==> src/rtl/dmem_arbiter.sv <==
`timescale 1ns/1ps
// dmem_arbiter: shares port 0 of the 256x32 data SRAM between the Ibex data
// interface and the eFPGA fabric data interface. Grants are combinational, and
// the granted request drives the SRAM in the same cycle. The response (rvalid,
// err, rdata) is returned one cycle later to the port that owned the access.
// Byte addresses with addr[11:10] != 0 are granted but never reach the SRAM;
// they are answered with err=1.
// Optional build macro: DMEM_ARB_ROUND_ROBIN_EN selects round-robin on
// contention. When it is undefined, the core has fixed priority.
module dmem_arbiter (
  input  logic        clk,
  input  logic        resetn,

  input  logic        core_req_i,
  output logic        core_gnt_o,
  output logic        core_rvalid_o,
  input  logic        core_we_i,
  input  logic [3:0]  core_be_i,
  input  logic [11:0] core_addr_i,
  input  logic [31:0] core_wdata_i,
  output logic [31:0] core_rdata_o,
  output logic        core_err_o,

  input  logic        fab_req_i,
  output logic        fab_gnt_o,
  output logic        fab_rvalid_o,
  input  logic        fab_we_i,
  input  logic [3:0]  fab_be_i,
  input  logic [11:0] fab_addr_i,
  input  logic [31:0] fab_wdata_i,
  output logic [31:0] fab_rdata_o,
  output logic        fab_err_o,

  output logic        sram_csb0_o,
  output logic        sram_web0_o,
  output logic [3:0]  sram_wmask0_o,
  output logic [7:0]  sram_addr0_o,
  output logic [31:0] sram_din0_o,
  input  logic [31:0] sram_dout0_i
);

  logic        core_win, fab_win;
  logic        any_gnt;
  logic        req_we;
  logic [3:0]  req_be;
  logic [11:0] req_addr;
  logic [31:0] req_wdata;
  logic        out_of_range;
  logic        sram_access;
  logic        rd_ok;

  logic [1:0]  rv_d, rv_q;
  logic        err_d, err_q;
  logic        rd_d, rd_q;
  logic        own_d, own_q;

  // Sub-word accesses use byte enables only, so the byte offset is dropped.
  logic        unused_addr_lsb;
  assign unused_addr_lsb = ^{core_addr_i[1:0], fab_addr_i[1:0]};

`ifdef DMEM_ARB_ROUND_ROBIN_EN
  // last_q: 0 = core was granted most recently, 1 = fabric
  logic last_d, last_q;

  // On contention, the port that was not granted most recently wins.
  always_comb begin
    core_win = core_req_i;
    fab_win  = fab_req_i;
    if (core_req_i && fab_req_i) begin
      core_win = last_q;
      fab_win  = ~last_q;
    end
  end

  // Every grant updates last, whether or not it was contended.
  always_comb begin
    last_d = last_q;
    if (core_gnt_o) begin
      last_d = 1'b0;
    end else if (fab_gnt_o) begin
      last_d = 1'b1;
    end
  end

  // Reset to fabric so the core wins the first contention.
  always_ff @(posedge clk or negedge resetn) begin
    if (!resetn) begin
      last_q <= 1'b1;
    end else begin
      last_q <= last_d;
    end
  end
`else
  // Fixed priority: the fabric is granted only when the core is not requesting.
  always_comb begin
    core_win = core_req_i;
    fab_win  = fab_req_i & ~core_req_i;
  end
`endif

  // Grants are forced low while reset is asserted, independent of the clock.
  assign core_gnt_o = core_win & resetn;
  assign fab_gnt_o  = fab_win & resetn;
  assign any_gnt    = core_gnt_o | fab_gnt_o;

  // Steer the granted requester's fields onto the shared SRAM port.
  always_comb begin
    req_we    = core_we_i;
    req_be    = core_be_i;
    req_addr  = core_addr_i;
    req_wdata = core_wdata_i;
    if (fab_gnt_o) begin
      req_we    = fab_we_i;
      req_be    = fab_be_i;
      req_addr  = fab_addr_i;
      req_wdata = fab_wdata_i;
    end
  end

  assign out_of_range = |req_addr[11:10];
  assign sram_access  = any_gnt & ~out_of_range;

  // Drive the SRAM pins. Pins return to their idle values when no access is in range.
  always_comb begin
    sram_csb0_o   = 1'b1;
    sram_web0_o   = 1'b1;
    sram_wmask0_o = 4'h0;
    sram_addr0_o  = 8'h00;
    sram_din0_o   = 32'h0;
    if (sram_access) begin
      sram_csb0_o  = 1'b0;
      sram_addr0_o = req_addr[9:2];
      if (req_we) begin
        sram_web0_o   = 1'b0;
        sram_wmask0_o = req_be;
        sram_din0_o   = req_wdata;
      end
    end
  end

  // Capture response attributes in the granting cycle for use one cycle later.
  always_comb begin
    rv_d  = {fab_gnt_o, core_gnt_o};
    err_d = any_gnt & out_of_range;
    rd_d  = any_gnt & ~req_we;
    own_d = fab_gnt_o;
  end

  // Response registers. Reset drops any pending response.
  always_ff @(posedge clk or negedge resetn) begin
    if (!resetn) begin
      rv_q  <= 2'b00;
      err_q <= 1'b0;
      rd_q  <= 1'b0;
      own_q <= 1'b0;
    end else begin
      rv_q  <= rv_d;
      err_q <= err_d;
      rd_q  <= rd_d;
      own_q <= own_d;
    end
  end

  assign rd_ok = rd_q & ~err_q;

  // Return the response to its owner only. Writes and errors return zero data.
  always_comb begin
    core_rvalid_o = rv_q[0];
    fab_rvalid_o  = rv_q[1];
    core_err_o    = rv_q[0] & ~own_q & err_q;
    fab_err_o     = rv_q[1] & own_q & err_q;
    core_rdata_o  = 32'h0;
    fab_rdata_o   = 32'h0;
    if (rv_q[0] && !own_q && rd_ok) begin
      core_rdata_o = sram_dout0_i;
    end
    if (rv_q[1] && own_q && rd_ok) begin
      fab_rdata_o = sram_dout0_i;
    end
  end

endmodule

==> config.mk <==
export PLATFORM = sky130hd
export DESIGN_NAME = dmem_arbiter
export DESIGN_NICKNAME = d
export VERILOG_FILES = /design/src/rtl/dmem_arbiter.sv
export SDC_FILE = /design/constraint.sdc
export NUM_CORES = 1
export LEC_CHECK = 0
export BUFFER_PORTS_ARGS = -buffer_cell sky130_fd_sc_hd__buf_2
export CAP_MARGIN = 20
export CELL_PAD_IN_SITES_DETAIL_PLACEMENT = 0
export CELL_PAD_IN_SITES_GLOBAL_PLACEMENT = 1
export CORE_ASPECT_RATIO = 2
export CORE_MARGIN = 2
export CORE_UTILIZATION = 14
export CTS_CLUSTER_SIZE = 24
export DETAILED_ROUTE_END_ITERATION = 12
export HOLD_SLACK_MARGIN = 0.06
export PLACE_DENSITY = 0.9
export SLEW_MARGIN = 20
export SYNTH_ARGS = -nofsm -noshare
export SYNTH_HDL_FRONTEND = slang
export SYNTH_SLANG_ARGS = --single-unit
==> constraint.sdc <==
create_clock -name clk -period 2.37 [get_ports clk]
set_input_delay 0 -clock clk [delete_from_list [all_inputs] [get_ports clk]]
set_output_delay 0 -clock clk [all_outputs]
set_load 0.05 [all_outputs]
==> impl_metrics.yaml, run 1 <==
run_status:
  status: "finished clean"
critical_path:
  end_kind: "output pin"
  cp_max_fo: 37
  cpLargestDelayFamily: "buffers and inverters"
  crit_required_ps: 2370
  cp_num_buf_inv: 4
  cp-start-kind: "primary input"
  crit_type: "primary input to output pin"
  cpMostUsedCell: "buf_2"
  max_stage_delay_ps: 530
  cp.arrival_ps: 2090
  path_cells: "dlygate4sd3_1 -> buf_2 -> nand3b_4 -> inv_2 -> and3_4 -> a22o_1 -> buf_2"
  slowest_stage: "dlygate4sd3_1"
clocking:
  clock-sinks: 4
  post-cts-setup-buffer-count: 0
  root_buffer: "clkbuf_16"
  cts_buffers: 3
  clock_path_buffers: 2
  ctsHtreeMaxLevel: 1
  cts_tree: "built"
  clkTransAtPathRegs_ps: 30
hold_path:
  min_path_type: "primary input to asynchronous set/reset pin"
job:
  cap_viol_max_count: 0
global_route:
  grt_pass1_wl_mm: 9.977
  grt_pass1_vias: 2132
  grt.overflow.total: 0
  grt_antenna_before_repair: 0
  groute.usage.overall: 0.1275
  grt_max_degree: 38
logic_synthesis:
  synth_adder_area_share: 0
  ys_seq_elements: 4
  synth-xor-area-share: 0
  postSynthAreaPerCell_um2: 7.438
  synth_compound_area_frac: 0.3053
  synth_top_area_frac: 0.3427
  yosysUniqueCellTypes: 24
  synth.area.mux_share: 0.009346
  synth_cells: 162
  synth_top_family_by_area: "simple AND/OR/NAND/NOR gates"
  seq_area_frac_synth: 0.08307
  yosys.area.top_type: "and2_1"
  yosys_warnings: 0
  mappedNetlistArea_mm2: 0.001205
  synthTopCellsByArea: "and2_1 (34%), a22o_1 (26%), dfrtp_1 (8.3%), nand3_1 (6.6%), buf_8 (3.7%)"
  syn-num-nets: 296
  synth-simple-area-share: 0.4984
timing:
  finalSetupTns_ps: 0
  setup_viol: 0
  max_freq_mhz: 478.4
  rsz0062_at_grt: "no"
  worstMarginPinSlew_ps: 496.6
  fin_ws_ps: 279.6
  hold_viol: 0
  slew_violations: 0
  fin_crit_sh: 0.8820
  slew_headroom: 0.6689
  post-route-min-period_ps: 2090
route:
  dr_total_vias: 2160
  vias_per_cell: 4.329
  drt_iter0_markers: 67
  drc: 0
  ant_nets: 0
  drt-pass1-iter-count: 4
  routedWlPerCell_um: 12.97
  finalWirelength_mm: 6.470
pwr:
  irDropWorstVdd_mv: 0.3320
  p_per_area_mw_per_mm2: 253.4
  p_leak_uw: 0.001667
finish:
  fillers: 899
  final_common_cell: "buf_2"
  area_delta_synth_final_pct: 113.3
  finalNetCount: 537
  antenna_cells: 0
  layout_common_cells: "buf_2 (245), and2_1 (66), a22o_1 (36), nand3_1 (16), a21oi_1 (8)"
  drive_above_1_share: 0.6459
floorplan:
  core_area_mm2: 0.008292
  start_util: 0.1453
  rows: 47
  die_w_um: 69.60
  io_pins: 250
  die_area_mm2: 0.009410
  die_y_um: 135.2
placement:
  port_buffers: 245
  place_ws_ps: 778.2
  dp_hpwl_mm: 5.428
  gp_congestion: 0.7320
-- flip-flops by register name, indices dropped and copies added (netlist names) --
signal,count
err_q,1
rd_q,1
rv_q,1
own_q,1
-- final timing paths --
kind	from	end	slack (ps)	cells past startpoint
setup / recovery	core_req_i	sram_din0_o[11]	280	7
hold / removal	resetn	err_q$_DFF_PN0_	130	2
max in group asynchronous	resetn	own_q$_DFF_PN0_	2080	2
min in group clk	fab_req_i	err_q$_DFF_PN0_	140	3
-- layer usage --
layer  vias to the layer above  track usage  wire, um
met2                       145       0.2559      3605
li1                       1063            -         -
met3                        13      0.03274       613
met4                         0      0.04248       127
met5                         -            0         0
met1                       939       0.1219      2123
-- power by group --
group / total [uW] / switching (uW) / internal [uW]
sequential: 76.3 / 3.71 / 72.6
clock: 266 / 50.6 / 216
combinational: 308 / 184 / 125
-- stage by stage --
stage | instance area, um2 | hold WS, ps | instances | utilization | power (uW)
floorplan | 1205 | -295.6 | 162 | - | 233.7
global placement | 2455 | -168.0 | 492 | 0.2961 | 376.3
detailed placement | 2455 | -157.0 | 492 | 0.2961 | 381.9
CTS | 2570 | 135.4 | 499 | 0.3099 | 660.2
global route | 2570 | 148.6 | 499 | 0.3099 | 690.0
finish | 2570 | 131.4 | 499 | 0.3099 | 651.2
-- layout make-up --
type / instances / area, um2 / share of cell area
Timing Repair Buffer: 252 / 1289 / 0.5015
Sequential cell: 4 / 100.1 / 0.03895
Inverter: 1 / 3.754 / 0.001461
Tap cell: 98 / 122.6 / 0.04771
Clock buffer: 3 / 75.07 / 0.02921
Multi-Input combinational cell: 141 / 979.7 / 0.3812
-- repair_timing --
action	in CTS	in global routing
hold endpoints to repair	6	0
gates resized for setup	0	0
hold buffers	4	0
-- cells in the mapped netlist (all sizes together) --
master,number
and4bb,1
clkbuf,7
o21ai,1
mux2,1
nor2,4
nand3b,1
dfrtp,4
a211oi,1
a21oi,8
nand3,16
and2,67
and3b,2
and3,2
nand2b,1
buf,9
a22o,36
inv,1
-- cell families (layout without fill, tap and decap cells) --
| family | count (synthesis) | count (layout) |
|---|---|---|
| DFF | 4 | 4 |
| and+or+nand+nor | 94 | 94 |
| buffers and inverters | 17 | 256 |
| muxes | 1 | 1 |
| AOI/OAI and AO/OA | 46 | 46 |
(Power assumes the default switching activity.)
==> inputs of run 2 (changes only) <==
--- a/config.mk
+++ b/config.mk
@@ -11,11 +11,11 @@
 export CELL_PAD_IN_SITES_GLOBAL_PLACEMENT = 1
 export CORE_ASPECT_RATIO = 2
 export CORE_MARGIN = 2
-export CORE_UTILIZATION = 14
+export CORE_UTILIZATION = 13
 export CTS_CLUSTER_SIZE = 24
 export DETAILED_ROUTE_END_ITERATION = 12
 export HOLD_SLACK_MARGIN = 0.06
-export PLACE_DENSITY = 0.9
+export PLACE_DENSITY = 0.85
 export SLEW_MARGIN = 20
 export SYNTH_ARGS = -nofsm -noshare
 export SYNTH_HDL_FRONTEND = slang
==> constraint.sdc (replaced) <==
create_clock -name clk -period 2.24 [get_ports clk]
set_input_delay 0 -clock clk [delete_from_list [all_inputs] [get_ports clk]]
set_output_delay 0 -clock clk [all_outputs]
set_load 0.05 [all_outputs]
==> run 2 against run 1 <==
Against the previous run: highest routed layer unchanged; worst hold slack gained 41 ps; critical path depth is the same; wire length grew 2.3%; clock-buffer cell count is the same; critical endpoint is now sram_din0_o[8]; largest cell class unchanged; cell count grew 1.2%; sequential power grew 5.1%; global-route usage shrank 1.7 points; clock power grew 4%; non-clock buffer count grew 1; die area grew 7.3%; power grew 6.0%.
==> impl_metrics.yaml, run 2 (same netlist as run 1, synthesis figures left out) <==
run_status:
  status: "finished clean"
finish:
  antenna_cells: 0
  layout_common_cells: "buf_2 (245), and2_1 (66), a22o_1 (36), nand3_1 (16), a21oi_1 (8)"
  area_delta_synth_final_pct: 115.0
  finalNetCount: 539
  drive_above_1_share: 0.6476
  final_core_util: 0.2874
  final_common_cell: "buf_2"
critical_path:
  max_stage_delay_ps: 540
  cpLargestDelayFamily: "buffers and inverters"
  cp_max_fo: 18
  path_cells: "dlygate4sd3_1 -> buf_2 -> nand3b_4 -> inv_2 -> and3_2 -> a22o_1 -> buf_2"
  cp.arrival_ps: 2100
  cp.depth: 7
  cp-start-kind: "primary input"
  slowest_stage: "dlygate4sd3_1"
  crit_required_ps: 2240
  end_kind: "output pin"
  crit_type: "primary input to output pin"
  cpMostUsedCell: "buf_2"
  cp_num_buf_inv: 4
route:
  ant_nets: 0
  vias_per_cell: 4.321
  finalWirelength_mm: 6.617
  drt_iter0_markers: 66
  drc: 0
  dr_total_vias: 2182
  routedWlPerCell_um: 13.10
  drt-pass1-iter-count: 4
global_route:
  grt.overflow.total: 0
  grt_antenna_before_repair: 0
  grt_max_degree: 38
  grt_pass1_wl_mm: 9.177
  groute.usage.overall: 0.1104
  grt_pass1_vias: 2049
timing:
  worstMarginPinSlew_ps: 493.4
  post-route-min-period_ps: 2096
  fin_ws_ps: 143.9
  fin_crit_sh: 0.9358
  finalSetupTns_ps: 0
  hold_viol: 0
  setup_viol: 0
  rsz0062_at_grt: "no"
  max_freq_mhz: 477.1
  whs_ps: 172.9
  slew_violations: 0
  slew_headroom: 0.6711
placement:
  port_buffers: 245
  dp_hpwl_mm: 5.335
  place_ws_ps: 647.0
  gp_congestion: 0.7333
job:
  cap_viol_max_count: 0
clocking:
  root_buffer: "clkbuf_16"
  ctsHtreeMaxLevel: 1
  clock-sinks: 4
  cts_tree: "built"
  post-cts-setup-buffer-count: 0
  cts_buffers: 3
  cts.repair.resized: 0
  clkTransAtPathRegs_ps: 30
  clock_path_buffers: 2
floorplan:
  die_y_um: 140.2
  die_w_um: 72.08
  start_util: 0.1337
  core_area_mm2: 0.009012
  io_pins: 250
  die_area_mm2: 0.01010
  rows: 49
pwr:
  irDropWorstVdd_mv: 0.3036
  p_leak_uw: 0.001678
  p_per_area_mw_per_mm2: 266.6
hold_path:
  min_path_type: "primary input to asynchronous set/reset pin"
==> run 2: routing by layer <==
| layer | vias to the layer above | GRT usage | share of wire |
|---|---|---|---|
| met5 | - | 0 | 0 |
| met2 | 142 | 0.2308 | 0.56 |
| met3 | 10 | 0.02014 | 0.088 |
| met1 | 967 | 0.1046 | 0.34 |
| met4 | 0 | 0.02085 | 0.011 |
| li1 | 1063 | - | - |
==> run 2: worst max path at each step <==
stage | slack [ps] | endpoint | from
5_1_grt | 2 | sram_din0_o[31] | resetn
2_1_floorplan | 630 | core_rdata_o[10] | own_q$_DFF_PN0_
4_1_cts | 110 | sram_din0_o[0] | resetn
3_3_place_gp | 690 | sram_din0_o[0] | resetn
3_5_place_dp | 650 | sram_din0_o[0] | resetn
6_report | 140 | sram_din0_o[8] | resetn
==> run 2: what timing repair did <==
action,in CTS,in global routing
hold endpoints to repair,6,0
endpoints found under the setup margin,0,7
hold buffers,4,0
==> run 2: cell type report <==
type / count / area [um2]
Fill cell: 972 / 6422
Sequential cell: 4 / 100.1
Inverter: 1 / 3.754
Multi-Input combinational cell: 142 / 987.2
Tap cell: 102 / 127.6
Clock buffer: 3 / 75.07
Timing Repair Buffer: 253 / 1296
==> run 2: per-stage QoR <==
stage	cells	power, uW	area, um2
floorplan	162	247.3	1205
global placement	497	402.0	2467
detailed placement	497	406.8	2467
CTS	504	692.2	2582
global route	505	728.1	2590
finish	505	690.5	2590
==> run 2: report_power, final <==
part | internal, uW | total, uW | switching, uW
Clock | 228 | 277 | 49.2
Combinational | 133 | 333 | 200
Sequential | 76.8 | 80.2 | 3.40
Total | 438 | 691 | 252
